`src/rtl/fp_adder_arbiter_pkg.sv`:
```
// Shared definitions for the FP16 adder arbiter: field widths, FSM encoding,
// and a width helper used to size the grant index and the timeout counter.
package fp_adder_arbiter_pkg;

    localparam int FP16_EXP_W = 5;
    localparam int FP16_MAN_W = 10;
    localparam int FP16_W     = 1 + FP16_EXP_W + FP16_MAN_W;

    typedef enum logic [1:0] {
        ST_IDLE = 2'd0,
        ST_BUSY = 2'd1,
        ST_RESP = 2'd2,
        ST_GAP  = 2'd3
    } state_e;

    // Bits needed to count 0..n-1, never less than one.
    function automatic int cnt_width(input int n);
        return (n > 1) ? $clog2(n) : 1;
    endfunction

endpackage

```
`src/rtl/fp_adder_arbiter_if.sv`:
```
// Bundles the requester-side and adder-side signals of the arbiter.
// slave = arbiter view; master = clients plus adder view.
interface fp_adder_arbiter_if
    import fp_adder_arbiter_pkg::*;
#(
    parameter int NREQ = 4,
    parameter int W    = FP16_W
);

    logic [NREQ-1:0]   req_valid;
    logic [NREQ-1:0]   req_ready;
    logic [NREQ*W-1:0] req_a;
    logic [NREQ*W-1:0] req_b;
    logic [NREQ-1:0]   rsp_valid;
    logic [NREQ-1:0]   rsp_ready;
    logic [W-1:0]      rsp_result;
    logic              rsp_err;
    logic              fpa_add;
    logic [W-1:0]      fpa_num1;
    logic [W-1:0]      fpa_num2;
    logic [W-1:0]      fpa_result;
    logic              fpa_ready;

    modport slave (
        input  req_valid, req_a, req_b, rsp_ready, fpa_result, fpa_ready,
        output req_ready, rsp_valid, rsp_result, rsp_err, fpa_add, fpa_num1, fpa_num2
    );

    modport master (
        output req_valid, req_a, req_b, rsp_ready, fpa_result, fpa_ready,
        input  req_ready, rsp_valid, rsp_result, rsp_err, fpa_add, fpa_num1, fpa_num2
    );

endinterface

```
`src/rtl/fp_adder_arbiter_rr_arbiter.sv`:
```
// Combinational round-robin picker: the first asserted request strictly after
// last_i (wrapping) wins, so the previous winner has lowest priority.
module rr_arbiter
    import fp_adder_arbiter_pkg::*;
#(
    parameter int NREQ  = 4,
    parameter int IDX_W = cnt_width(NREQ)
) (
    input  logic [NREQ-1:0]  req_i,
    input  logic [IDX_W-1:0] last_i,
    output logic [NREQ-1:0]  grant_o,
    output logic [IDX_W-1:0] idx_o,
    output logic             any_o
);

    logic [IDX_W-1:0] cand;

    always_comb begin
        // NOTE: every output of a combinational block gets a default first;
        // a path that skips an assignment would otherwise infer a latch.
        grant_o = '0;
        idx_o   = last_i;
        any_o   = 1'b0;
        cand    = '0;
        for (int k = 1; k <= NREQ; k++) begin
            cand = IDX_W'((int'(last_i) + k) % NREQ);
            if (!any_o && req_i[cand]) begin
                grant_o[cand] = 1'b1;
                idx_o         = cand;
                any_o         = 1'b1;
            end
        end
    end

endmodule

```
`src/rtl/fp_adder_arbiter.sv`:
```
// Shares one FP16 adder between NREQ requesters: round-robin grant, add/ready
// sequencing with timeout, and result return to the owning requester.
module fp_adder_arbiter
    import fp_adder_arbiter_pkg::*;
#(
    parameter int NREQ    = 4,
    parameter int W       = FP16_W,
    parameter int TIMEOUT = 64
) (
    input  logic              clk,
    input  logic              rst,
    fp_adder_arbiter_if.slave bus
);

    localparam int IDX_W = cnt_width(NREQ);
    localparam int TMO_W = cnt_width(TIMEOUT);
    localparam logic [TMO_W-1:0] TMO_LAST = TMO_W'(TIMEOUT - 1);

    state_e           state_q;
    logic [IDX_W-1:0] last_grant_q;
    logic [NREQ-1:0]  req_ready_q;
    logic [NREQ-1:0]  rsp_valid_q;
    logic [W-1:0]     rsp_result_q;
    logic             rsp_err_q;
    logic             fpa_add_q;
    logic [W-1:0]     num1_q;
    logic [W-1:0]     num2_q;
    logic [TMO_W-1:0] tmo_q;

    logic [NREQ-1:0]  arb_grant;
    logic [IDX_W-1:0] arb_idx;
    logic             arb_any;
    logic [W-1:0]     op_a_d;
    logic [W-1:0]     op_b_d;
    logic [NREQ-1:0]  owner_d;

    rr_arbiter #(
        .NREQ  (NREQ),
        .IDX_W (IDX_W)
    ) u_rr_arbiter (
        .req_i   (bus.req_valid),
        .last_i  (last_grant_q),
        .grant_o (arb_grant),
        .idx_o   (arb_idx),
        .any_o   (arb_any)
    );

    assign op_a_d  = bus.req_a[arb_idx*W +: W];
    assign op_b_d  = bus.req_b[arb_idx*W +: W];
    // last_grant doubles as the owner of the transaction in flight.
    assign owner_d = NREQ'(1) << last_grant_q;

    always_ff @(posedge clk) begin
        // NOTE: state registers use non-blocking assignments so every register
        // samples pre-edge values, independent of statement order.
        if (rst) begin
            state_q      <= ST_IDLE;
            last_grant_q <= IDX_W'(NREQ - 1);
            req_ready_q  <= '0;
            rsp_valid_q  <= '0;
            rsp_result_q <= '0;
            rsp_err_q    <= 1'b0;
            fpa_add_q    <= 1'b0;
            num1_q       <= '0;
            num2_q       <= '0;
            tmo_q        <= '0;
        end else begin
            req_ready_q <= '0;
            unique case (state_q)
                ST_IDLE: begin
                    if (arb_any) begin
                        req_ready_q  <= arb_grant;
                        last_grant_q <= arb_idx;
                        num1_q       <= op_a_d;
                        num2_q       <= op_b_d;
                        tmo_q        <= '0;
                        state_q      <= ST_BUSY;
                    end
                end
                ST_BUSY: begin
                    // First BUSY cycle only raises fpa_add; ready is honoured
                    // solely while the adder is actually being driven.
                    if (!fpa_add_q) begin
                        fpa_add_q <= 1'b1;
                    end else if (bus.fpa_ready) begin
                        rsp_result_q <= bus.fpa_result;
                        rsp_err_q    <= 1'b0;
                        rsp_valid_q  <= owner_d;
                        fpa_add_q    <= 1'b0;
                        state_q      <= ST_RESP;
                    end else if (tmo_q == TMO_LAST) begin
                        rsp_result_q <= '0;
                        rsp_err_q    <= 1'b1;
                        rsp_valid_q  <= owner_d;
                        fpa_add_q    <= 1'b0;
                        state_q      <= ST_RESP;
                    end else begin
                        tmo_q <= tmo_q + 1'b1;
                    end
                end
                ST_RESP: begin
                    if ((bus.rsp_ready & rsp_valid_q) != '0) begin
                        rsp_valid_q <= '0;
                        rsp_err_q   <= 1'b0;
                        state_q     <= ST_GAP;
                    end
                end
                ST_GAP: begin
                    state_q <= ST_IDLE;
                end
                default: begin
                    state_q <= ST_IDLE;
                end
            endcase
        end
    end

    assign bus.req_ready  = req_ready_q;
    assign bus.rsp_valid  = rsp_valid_q;
    assign bus.rsp_result = rsp_result_q;
    assign bus.rsp_err    = rsp_err_q;
    assign bus.fpa_add    = fpa_add_q;
    assign bus.fpa_num1   = num1_q;
    assign bus.fpa_num2   = num2_q;

endmodule

```
`src/flat_wrapper.sv`:
```
// flat-port wrapper written by rule: the top's interface ports become plain ports
module fp_adder_arbiter_flat import fp_adder_arbiter_pkg::*;
#(
    parameter int NREQ    = 4,
    parameter int W       = FP16_W,
    parameter int TIMEOUT = 64
)
  (clk, rst, bus_req_valid, bus_req_a, bus_req_b, bus_rsp_ready, bus_fpa_result, bus_fpa_ready, bus_req_ready, bus_rsp_valid, bus_rsp_result, bus_rsp_err, bus_fpa_add, bus_fpa_num1, bus_fpa_num2);
  fp_adder_arbiter_if #(.NREQ(NREQ), .W(W)) bus_i ();
  input  logic clk;
  input  logic rst;
  input wire logic [$bits(bus_i.req_valid)-1:0] bus_req_valid;
  input wire logic [$bits(bus_i.req_a)-1:0] bus_req_a;
  input wire logic [$bits(bus_i.req_b)-1:0] bus_req_b;
  input wire logic [$bits(bus_i.rsp_ready)-1:0] bus_rsp_ready;
  input wire logic [$bits(bus_i.fpa_result)-1:0] bus_fpa_result;
  input wire logic [$bits(bus_i.fpa_ready)-1:0] bus_fpa_ready;
  output wire logic [$bits(bus_i.req_ready)-1:0] bus_req_ready;
  output wire logic [$bits(bus_i.rsp_valid)-1:0] bus_rsp_valid;
  output wire logic [$bits(bus_i.rsp_result)-1:0] bus_rsp_result;
  output wire logic [$bits(bus_i.rsp_err)-1:0] bus_rsp_err;
  output wire logic [$bits(bus_i.fpa_add)-1:0] bus_fpa_add;
  output wire logic [$bits(bus_i.fpa_num1)-1:0] bus_fpa_num1;
  output wire logic [$bits(bus_i.fpa_num2)-1:0] bus_fpa_num2;
  assign bus_i.req_valid = bus_req_valid;
  assign bus_i.req_a = bus_req_a;
  assign bus_i.req_b = bus_req_b;
  assign bus_i.rsp_ready = bus_rsp_ready;
  assign bus_i.fpa_result = bus_fpa_result;
  assign bus_i.fpa_ready = bus_fpa_ready;
  assign bus_req_ready = bus_i.req_ready;
  assign bus_rsp_valid = bus_i.rsp_valid;
  assign bus_rsp_result = bus_i.rsp_result;
  assign bus_rsp_err = bus_i.rsp_err;
  assign bus_fpa_add = bus_i.fpa_add;
  assign bus_fpa_num1 = bus_i.fpa_num1;
  assign bus_fpa_num2 = bus_i.fpa_num2;
  fp_adder_arbiter #(.NREQ(NREQ), .W(W), .TIMEOUT(TIMEOUT)) u_core (.clk(clk), .rst(rst), .bus(bus_i));
endmodule
```
`config.mk`:
```
export PLATFORM = sky130hd
export DESIGN_NAME = fp_adder_arbiter_flat
export DESIGN_NICKNAME = d
export VERILOG_FILES = /design/src/rtl/fp_adder_arbiter_pkg.sv /design/src/rtl/fp_adder_arbiter_if.sv /design/src/rtl/fp_adder_arbiter_rr_arbiter.sv /design/src/rtl/fp_adder_arbiter.sv /design/src/flat_wrapper.sv
export SDC_FILE = /design/constraint.sdc
export NUM_CORES = 1
export LEC_CHECK = 0
export CAP_MARGIN = 30
export CORE_MARGIN = 10
export CORE_UTILIZATION = 45
export CTS_CLUSTER_DIAMETER = 150
export CTS_CLUSTER_SIZE = 8
export DETAILED_ROUTE_END_ITERATION = 12
export MAX_ROUTING_LAYER = met4
export PLACE_DENSITY = 0.95
export RECOVER_POWER = 50
export SLEW_MARGIN = 25
export SYNTH_ARGS = -nofsm -noshare
export SYNTH_HDL_FRONTEND = slang
export SYNTH_SLANG_ARGS = --single-unit
```
`constraint.sdc`:
```
create_clock -name clk -period 8.05 [get_ports clk]
set_input_delay 0.805 -clock clk [delete_from_list [all_inputs] [get_ports clk]]
set_output_delay 0.805 -clock clk [all_outputs]
set_load 0.02 [all_outputs]
```
# Word-level counts from Yosys, hierarchy flattened
# Cells that the tools add are included.
[op_classes] n_addsub=5 n_lt_le_gt_ge=8 n_eq_ne=10 shift=3 muxes=54 bitwise=6 reduce_logical=21
[op_table] operator="$shiftx A64 B7 Y16" count=2
[op_table] operator="$mux W16" count=2
[op_table] operator="$mux W4" count=8
[op_table] operator="$mux W6" count=4
[op_table] operator="$mux W1" count=19
[op_table] operator="$mux W2" count=9
[op_table] operator="$lt A2 B3 Y1 const B" count=4
[op_table] operator="$or A4 B4 Y4" count=3
[op_table] operator="$pmux W6 S2" count=1
[op_table] operator="$bmux W1 S2" count=4
[op_table] operator="$demux W1 S2" count=4
[op_table] operator="$ge A2 B1 Y1 const B" count=4
[op_table] operator="$pmux W2 S4" count=1
[op_table] operator="$pmux W4 S2" count=1
[op_table] operator="$reduce_and A4 Y1" count=2
[op_table] operator="$logic_and A1 B1 Y1" count=7
[op_table] operator="$add A6 B1 Y6 const B" count=1
[op_table] operator="$eq A6 B6 Y1 const B" count=1
[op_table] operator="$ne A2 B1 Y1 const B" count=3
[op_table] operator="$reduce_bool A2 Y1" count=3
[op_table] operator="$reduce_and A5 Y1" count=1
[op_table] operator="$add A2 B1 Y2 const B" count=2
[op_table] operator="$add A2 B2 Y2 const B" count=2
[op_table] operator="$and A4 B4 Y4" count=1
[op_table] operator="13 further kinds" count=18
[totals] register_bits=68 inputBits=155

# Depth between registers and ports, before layout
# Gate-level depths: netlist (run 1).
[logic_depth] ltp_word=15 ltp_mapped=11

# Modules after synthesis
# From an unflattened synthesis (run 1), not the netlist that was laid out.
[hier_totals] hier_cells=408 area_unflattened_um2=4032.6
[modules_own_cells] module="fp_adder_arbiter" n_inst=1 cells_each=334 area_per_inst_um2=3484.6 seq_area_each_um2=1361.3
[modules_own_cells] module="rr_arbiter" n_inst=1 cells_each=74 area_per_inst_um2=548.0 seq_area_each_um2=0.0

# Least setup slack after synthesis (run 1)
# OpenSTA, ideal clock, no wires.
[synth_path] kind="reg-to-reg" from="reg u_core.last_grant_q[0]" to="reg u_core.num1_q[0], in the netlist u_core.bus.fpa_num1[0]" setup_time_ps=123 t_arrival_ps=2452 required_time_ps=7927 path_slack_ps=5475 stages_incl_launch_ff=10 synth_period_minus_slack_ps=2575 path_cell_list="dfxtp_1 > inv_1 > ha_1 > buf_2 > mux2_2 > a2bb2oi_2 > nand3_2 > buf_2 > mux2i_1 > o211ai_2"
[synth_between] elab_chain_cells=14
[synth_rtl] item="start: declaration" line_no="fp_adder_arbiter.sv:20" text="logic [IDX_W-1:0] last_grant_q;"
[synth_rtl] item="start signal: assignment" line_no="fp_adder_arbiter.sv:58" text="last_grant_q <= IDX_W'(NREQ - 1);"
[synth_rtl] item="start signal: assignment" line_no="fp_adder_arbiter.sv:73" text="last_grant_q <= arb_idx;"
[synth_rtl] item="$add A2 B1 Y2" line_no="fp_adder_arbiter_rr_arbiter.sv:26" text="cand = IDX_W'((int'(last_i) + k) % NREQ);"
[synth_rtl] item="$bmux W1 S2" line_no="fp_adder_arbiter_rr_arbiter.sv:27" text="if (!any_o && req_i[cand]) begin"
[synth_rtl] item="$mux W1 (implied by the code)" line_no="fp_adder_arbiter_rr_arbiter.sv:27"
[synth_rtl] item="$mux W1" line_no="fp_adder_arbiter_rr_arbiter.sv:27"
[synth_rtl] item="$logic_not A1 Y1" line_no="fp_adder_arbiter_rr_arbiter.sv:27"
[synth_rtl] item="$logic_and A1 B1 Y1" line_no="fp_adder_arbiter_rr_arbiter.sv:27"
[synth_rtl] item="$mux W1" line_no="fp_adder_arbiter_rr_arbiter.sv:27"
[synth_rtl] item="$logic_not A1 Y1" line_no="fp_adder_arbiter_rr_arbiter.sv:27"
[synth_rtl] item="$logic_and A1 B1 Y1" line_no="fp_adder_arbiter_rr_arbiter.sv:27"
[synth_rtl] item="$mux W1" line_no="fp_adder_arbiter_rr_arbiter.sv:27"
[synth_rtl] item="$logic_not A1 Y1" line_no="fp_adder_arbiter_rr_arbiter.sv:27"
[synth_rtl] item="$logic_and A1 B1 Y1" line_no="fp_adder_arbiter_rr_arbiter.sv:27"
[synth_rtl] item="$mux W2 or $mux W1 (tied branches)" line_no="fp_adder_arbiter_rr_arbiter.sv:27"
[synth_rtl] item="$shiftx A64 B7 Y16 or $reduce_and A2 Y1 (tied branches)"
[synth_rtl] item="end signal: assignment" line_no="fp_adder_arbiter.sv:74" text="num1_q <= op_a_d;"
[synth_rtl] item="end: declaration" line_no="fp_adder_arbiter.sv:26" text="logic [W-1:0] num1_q;"
# Parallel ways exist; a longest one is shown, timed or not. The select of a mux whose other input is x is not followed.
# A chain may end at the register's enable or synchronous reset.

# Worst setup path after layout (run 1)
[layout_path] from="reg u_core.last_grant_q[0]" to="reg u_core.num2_q[11], in the netlist u_core.bus.fpa_num2[11]"
[layout_between] elab_chain_cells=14
[layout_rtl] item="$add A2 B1 Y2" line_no="fp_adder_arbiter_rr_arbiter.sv:26"
[layout_rtl] item="$bmux W1 S2" line_no="fp_adder_arbiter_rr_arbiter.sv:27"
[layout_rtl] item="$mux W1 (implied by the code)" line_no="fp_adder_arbiter_rr_arbiter.sv:27"
[layout_rtl] item="$mux W1" line_no="fp_adder_arbiter_rr_arbiter.sv:27"
[layout_rtl] item="$logic_not A1 Y1" line_no="fp_adder_arbiter_rr_arbiter.sv:27"
[layout_rtl] item="$logic_and A1 B1 Y1" line_no="fp_adder_arbiter_rr_arbiter.sv:27"
[layout_rtl] item="$mux W1" line_no="fp_adder_arbiter_rr_arbiter.sv:27"
[layout_rtl] item="$logic_not A1 Y1" line_no="fp_adder_arbiter_rr_arbiter.sv:27"
[layout_rtl] item="$logic_and A1 B1 Y1" line_no="fp_adder_arbiter_rr_arbiter.sv:27"
[layout_rtl] item="$mux W1" line_no="fp_adder_arbiter_rr_arbiter.sv:27"
[layout_rtl] item="$logic_not A1 Y1" line_no="fp_adder_arbiter_rr_arbiter.sv:27"
[layout_rtl] item="$logic_and A1 B1 Y1" line_no="fp_adder_arbiter_rr_arbiter.sv:27"
[layout_rtl] item="$mux W2 or $mux W1 (tied branches)" line_no="fp_adder_arbiter_rr_arbiter.sv:27"
[layout_rtl] item="$shiftx A64 B7 Y16 or $reduce_and A2 Y1 (tied branches)"
[layout_rtl] item="end signal: assignment" line_no="fp_adder_arbiter.sv:75" text="num2_q <= op_b_d;"
[layout_rtl] item="end: declaration" line_no="fp_adder_arbiter.sv:27" text="logic [W-1:0] num2_q;"
# Parallel ways exist; a longest one is shown, timed or not. The select of a mux whose other input is x is not followed.

==> impl_metrics.env, run 1 <==
export IMPL_outcome="finished, final reports clean"
export IMPL_async_flop_share_pct=0
export IMPL_synth_most_common_cell="dfxtp_1"
export IMPL_die_w_um=120
export IMPL_dieHeight_um=120
export IMPL_slew_headroom_pct=42.6
export IMPL_hold_viol_final=0
export IMPL_cp_top_family="simple AND/OR/NAND/NOR gates"
export IMPL_synth_nets=648
export IMPL_synthesis_area_mm2=0.00446
export IMPL_ys_seq_area_share_pct=30.5
export IMPL_start_util_pct=45.9
export IMPL_cp_data_required_time_ns=8.27
export IMPL_synthCells=480
export IMPL_p_leak_nw=2.76
export IMPL_clkTransAtPathRegs_ns=0.08
export IMPL_utilization_pct=70.2
export IMPL_drv_slew=0
export IMPL_r2r_cells=7
export IMPL_path_class="flop to flop"
export IMPL_ys_top_cells_by_count="dfxtp_1, nand2_1, o31ai_1, nand4_1"
export IMPL_clock_latency_ns=0.35
export IMPL_drive_above_1_share_pct=11.1
export IMPL_post_cts_buffers=0
export IMPL_antenna_found_initial=1
export IMPL_slowest_stage="dfxtp_1"
export IMPL_syn_avg_cell_area_um2=9.30
export IMPL_grt_pass1_wl_um=26900
export IMPL_intPower_mw=1.11
export IMPL_num_vias=5006
export IMPL_min_delay_start="u_core.bus.fpa_num1[4]$_SDFFE_PP0P_"
export IMPL_ys_ff_latch=68
export IMPL_fin_crit_sh_pct=51.4
export IMPL_io_buffers=212
export IMPL_wl_um=17600
export IMPL_max_stage_delay_ns=0.80
export IMPL_vias_per_cell=6.27
export IMPL_drc=0
export IMPL_p_clk_share_pct=15.9
export IMPL_r2r_start="u_core.last_grant_q[0]$_SDFFE_PP1P_"
export IMPL_hold_class="flop to flop"
export IMPL_whs_path_depth=2
export IMPL_fmaxAchievable_mhz=242
export IMPL_drt_pass1_iterations=6
export IMPL_crit_fanout=33
export IMPL_rows=36
export IMPL_fin_setup_tns_ns=0
export IMPL_track_usage_pct=23.6
export IMPL_r2r_slack_ns=3.91
export IMPL_cap_violations=0
export IMPL_grt_start_max_net_pins=38
export IMPL_p_per_area_mw_per_mm2=297
export IMPL_cts_sinks=68
export IMPL_r2r_end="u_core.bus.fpa_num2[11]$_SDFFE_PP0P_"
export IMPL_path_buf_inv=1
export IMPL_antenna_left=0
export IMPL_synth_distinct_cells=55
export IMPL_grt_setup_unrepaired="no"
export IMPL_nFillCells=700
export IMPL_cts_root_buf="clkbuf_8"
export IMPL_max_clock_path_buffers=2
export IMPL_fin_crit_ns=4.14
export IMPL_core_mm2=0.00973
export IMPL_pin_count=213
export IMPL_critPathLaunchType="flop"
export IMPL_finalSetupViolations=0
export IMPL_pwr_share_comb_pct=60.7
export IMPL_seqCellArea_mm2=0.00136
export IMPL_synth_area_leaders="dfxtp_1, o211ai_2, a221o_1"
export IMPL_hpwl_um=13300
export IMPL_swShare_pct=45.2
export IMPL_place_gp_congestion=0.874
export IMPL_synth_area_leader_cell="dfxtp_1"
export IMPL_die_area_mm2=0.0143
export IMPL_yosysWarnings=0
export IMPL_path_cells="inv_1 > ha_1 > a21oi_1 > nand3_2 > nand3_4 > mux2i_1 > o211ai_2"
export IMPL_cts_resized=0
export IMPL_tightest_slew_ns=0.853
export IMPL_syn_to_final_growth_pct=52.9
export IMPL_power_frac_seq_pct=23.4
export IMPL_final_nets=827
export IMPL_cts_max_level=3
export IMPL_synth_edf_count=0
export IMPL_fin_worst_skew_ns=0.00849
export IMPL_cp_arrival_ns=4.36
export IMPL_p_switching_mw=0.918
export IMPL_min_to="u_core.bus.fpa_num1[4]$_SDFFE_PP0P_"
export IMPL_synthFlopType="dfxtp_1"
export IMPL_first_global_vias=4933
export IMPL_wl_per_cell_um=22.1
export IMPL_dr_first_iter_drc_count=632
export IMPL_cts_tree="yes"
export IMPL_gr_total_overflow=0
export IMPL_cts_buffers=9
export IMPL_crit_path_end_kind="flop"
export IMPL_postCtsHoldBufs=0
export IMPL_multiInputGateArea_mm2=0.00285
export IMPL_vdd_drop_max_mv=0.197
export IMPL_synth_top_area_share_pct=30.5
[cell type report]
class / count / share of cell area, %
inverter: 10 / 0.550
multi-input combinational: 349 / 41.7
tap: 133 / 2.44
clock buffer: 11 / 2.07
clock inverter: 5 / 1.25
timing repair buffer: 221 / 32.0
sequential: 68 / 19.9
antenna: 1 / 0.0367
[logic make-up (layout without fill, tap and decap cells)]
logic type                 count (synthesis)  count (layout)  share of synthesized area, %
buffers and inverters                     63             247                          6.75
other                                      0               1                             0
and+or+nand+nor                          123             123                          15.9
adders and majority gates                 13              13                          3.64
muxes                                     35              35                          8.18
AOI/OAI and AO/OA                        178             178                          35.0
DFF                                       68              68                          30.5
[flip-flops by register name, summed over array words and instances (netlist names), 2 cells and up]
signal and flops:
u_core.tmo_q 6, u_core.bus.fpa_num1 16, u_core.bus.rsp_valid 4, u_core.bus.req_ready 4
u_core.last_grant_q 2, u_core.state_q 2, u_core.bus.rsp_result 16, u_core.bus.fpa_num2 16
[worst max path at each step]
stage,startpoint,to,slack (ns),depth (start not counted)
5_1_grt,u_core.last_grant_q[0]$_SDFFE_PP1P_,u_core.bus.fpa_num1[5]$_SDFFE_PP0P_,3.65,7
3_5_place_dp,u_core.last_grant_q[0]$_SDFFE_PP1P_,u_core.bus.fpa_num2[11]$_SDFFE_PP0P_,4.01,7
2_1_floorplan,u_core.last_grant_q[0]$_SDFFE_PP1P_,u_core.bus.fpa_num1[0]$_SDFFE_PP0P_,5.47,9
6_report,u_core.last_grant_q[0]$_SDFFE_PP1P_,u_core.bus.fpa_num2[11]$_SDFFE_PP0P_,3.91,7
3_3_place_gp,bus_req_valid[2],u_core.bus.fpa_num1[6]$_SDFFE_PP0P_,3.24,6
4_1_cts,u_core.last_grant_q[0]$_SDFFE_PP1P_,u_core.bus.fpa_num2[11]$_SDFFE_PP0P_,3.99,7
[layout by cell type, fill, tap and decap left out, types with 3 or more instances in the layout]
| cell | netlist | layout |
|---|---|---|
| a21oi_1 | 20 | 20 |
| a221o_1 | 32 | 32 |
| a222oi_1 | 6 | 6 |
| a22o_1 | 16 | 16 |
| and2_1 | 3 | 3 |
| buf_4 | 0 | 8 |
| clkbuf_8 | 0 | 10 |
| clkdlybuf4s50_1 | 0 | 155 |
| dfxtp_1 | 68 | 68 |
| dlygate4sd3_1 | 0 | 57 |
| ha_1 | 13 | 13 |
| inv_1 | 10 | 10 |
| mux2i_1 | 32 | 32 |
| nand2_1 | 39 | 39 |
| nand2b_1 | 3 | 3 |
| nand3b_1 | 4 | 4 |
| nand4_1 | 34 | 34 |
| nand4b_1 | 5 | 5 |
| nor2_1 | 7 | 6 |
| nor2b_1 | 4 | 4 |
| nor4_1 | 3 | 3 |
| o211ai_2 | 30 | 30 |
| o21ai_0 | 11 | 11 |
| o31ai_1 | 39 | 39 |
[routing by layer]
metal / share of wire [%] / GRT usage (%) / vias up / wire length [µm]
met5: 0 / - / - / 0
li1: - / - / 2278 / -
met2: 48 / 39.3 / 311 / 8440
met3: 8.3 / 5.53 / 46 / 1460
met1: 40 / 26.8 / 2371 / 7090
met4: 3.6 / 9.95 / 0 / 629
[worst min-delay path, delay by kind of cell (launching register included)]
| family | cells | cell delay (ns) |
|---|---|---|
| DFF | 1 | 0.33 |
| and+or+nand+nor | 1 | 0.06 |
| AOI/OAI and AO/OA | 1 | 0.06 |
[power groups by stage]
stage / Clock, mW / Combinational [mW] / Sequential, mW
floorplan: 0 / 0.809 / 0.544
detailed placement: 0 / 1.24 / 0.483
global placement: 0 / 1.19 / 0.478
global route: 0.342 / 1.32 / 0.484
finish: 0.323 / 1.23 / 0.475
CTS: 0.327 / 1.25 / 0.477
[through the flow]
| step | power (mW) | hold slack (ns) | setup WS (ns) | cell area [µm²] | instances |
|---|---|---|---|---|---|
| after floorplan | 1.35 | 0.449 | 5.47 | 4460 | 480 |
| after global placement | 1.67 | 0.455 | 3.24 | 6570 | 780 |
| after detailed placement | 1.73 | 0.462 | 4.01 | 6600 | 780 |
| after CTS | 2.05 | 0.483 | 3.99 | 6820 | 796 |
| after global routing | 2.15 | 0.495 | 3.65 | 6830 | 798 |
| final | 2.03 | 0.476 | 3.91 | 6830 | 798 |
No activity file was read; power rests on OpenSTA's default activity.
==> inputs of run 2 (changes only) <==
CORE_UTILIZATION = 38   (was 45)
PLACE_DENSITY = 0.9   (was 0.95)
clock period = 3.32 ns   (was 8.05 ns; I/O delays follow)
==> impl_metrics.env, run 2 (synthesis results as in run 1) <==
export IMPL_outcome="finished, final reports clean"
export IMPL_die_area_mm2=0.0165
export IMPL_dieHeight_um=128
export IMPL_drv_slew=0
export IMPL_grt_pass1_wl_um=28700
export IMPL_fin_worst_skew_ns=0.00697
export IMPL_cap_violations=0
export IMPL_power_mw=5.31
export IMPL_fin_crit_ns=2.88
export IMPL_syn_to_final_growth_pct=57.4
export IMPL_cp_data_required_time_ns=3.52
export IMPL_post_cts_buffers=0
export IMPL_max_clock_path_buffers=2
export IMPL_p_leak_nw=2.87
export IMPL_dr_first_iter_drc_count=653
export IMPL_wl_per_cell_um=22.2
export IMPL_finalSetupViolations=0
export IMPL_die_w_um=128
export IMPL_cp_arrival_ns=3.07
export IMPL_drc=0
export IMPL_num_vias=4989
export IMPL_grt_busiest_layer="met2"
export IMPL_cts_resized=0
export IMPL_path_class="flop to flop"
export IMPL_dp_slack_ns=0.471
export IMPL_fin_crit_sh_pct=86.7
export IMPL_io_buffers=212
export IMPL_clock_latency_ns=0.34
export IMPL_hold_class="flop to flop"
export IMPL_fin_ws_ns=0.442
export IMPL_met2_usage_pct=36.2
export IMPL_postCtsHoldBufs=0
export IMPL_whs_ns=0.465
export IMPL_clkTransAtPathRegs_ns=0.06
export IMPL_grt_setup_unrepaired="no"
export IMPL_track_usage_pct=21.8
export IMPL_drt_pass1_iterations=8
export IMPL_tightest_slew_ns=0.742
export IMPL_crit_path_end_kind="flop"
export IMPL_rows=39
export IMPL_cts_sinks=68
export IMPL_whs_path_depth=2
export IMPL_gr_usage_met1_pct=25.8
export IMPL_drive_above_1_share_pct=12.3
export IMPL_critPathLaunchType="flop"
export IMPL_use_met3_pct=4.89
export IMPL_slew_headroom_pct=50.5
export IMPL_crit_fanout=35
export IMPL_place_gp_congestion=0.851
export IMPL_hold_viol_final=0
export IMPL_cts_tree="yes"
export IMPL_pin_count=213
export IMPL_hpwl_um=13300
export IMPL_start_util_pct=38.9
export IMPL_antenna_found_initial=0
export IMPL_p_per_area_mw_per_mm2=755
export IMPL_grt_start_max_net_pins=36
export IMPL_gr_total_overflow=0
export IMPL_vdd_drop_max_mv=0.394
export IMPL_cts_max_level=3
export IMPL_core_mm2=0.0115
export IMPL_n_antenna_cell=0
export IMPL_r2r_cells=8
export IMPL_wl_um=18200
export IMPL_nFillCells=926
export IMPL_final_nets=838
export IMPL_antenna_left=0
export IMPL_layout_common_cells="clkdlybuf4s50_1, dfxtp_1, dlygate4sd3_1"
export IMPL_cts_buffers=9
export IMPL_fmaxAchievable_mhz=347
export IMPL_fin_setup_tns_ns=0
export IMPL_first_global_vias=5190
export IMPL_utilization_pct=61.3
export IMPL_cts_root_buf="clkbuf_16"
export IMPL_final_common_cell="clkdlybuf4s50_1"
export IMPL_vias_per_cell=6.10
[run 2: power by group]
group / leakage [nW] / internal, mW / switching [mW]
combinational: 2.17 / 1.32 / 1.85
clock: 0.149 / 0.657 / 0.371
sequential: 0.556 / 1.01 / 0.0998
total: 2.87 / 2.99 / 2.32
[run 2: final timing paths]
kind                                       startpoint                             endpoint  slack (ns)
setup reg to reg  u_core.last_grant_q[0]$_SDFFE_PP1P_   u_core.bus.req_ready[2]$_SDFF_PP0_        0.44
hold reg to reg   u_core.bus.fpa_num1[8]$_SDFFE_PP0P_  u_core.bus.fpa_num1[8]$_SDFFE_PP0P_        0.46
hold / removal    u_core.bus.fpa_num1[8]$_SDFFE_PP0P_  u_core.bus.fpa_num1[8]$_SDFFE_PP0P_        0.46
setup / recovery  u_core.last_grant_q[0]$_SDFFE_PP1P_   u_core.bus.req_ready[2]$_SDFF_PP0_        0.44
[run 2: critical path: stages (launching register included)]
cell and delay, ns:
dfxtp_1 0.33, inv_1 0.15, ha_1 0.61, or4bb_1 0.19, a41o_1 0.34, buf_4 0.43
inv_1 0.17, a222oi_1 0.38, a21oi_1 0.14
[run 2: layout make-up]
| type | instances | area [µm²] | share of cell area (%) |
|---|---|---|---|
| Clock inverter | 6 | 88.8 | 1.26 |
| Inverter | 10 | 37.5 | 0.534 |
| Sequential cell | 68 | 1360 | 19.4 |
| Timing Repair Buffer | 232 | 2310 | 32.8 |
| Multi-Input combinational cell | 349 | 2830 | 40.2 |
| Clock buffer | 10 | 229 | 3.26 |
| Tap cell | 143 | 179 | 2.55 |
[run 2: routing by layer]
layer / part of all wire (%) / vias to the layer above
met3: 9.1 / 28
met5: 0 / -
met1: 40 / 2371
li1: - / 2301
met2: 49 / 289
met4: 2.0 / 0
[run 2: through the flow]
| step | area (µm²) | instances |
|---|---|---|
| floorplan | 4460 | 480 |
| global placement | 6710 | 801 |
| detailed placement | 6710 | 801 |
| CTS | 7020 | 817 |
| global route | 7030 | 818 |
| finish | 7030 | 818 |
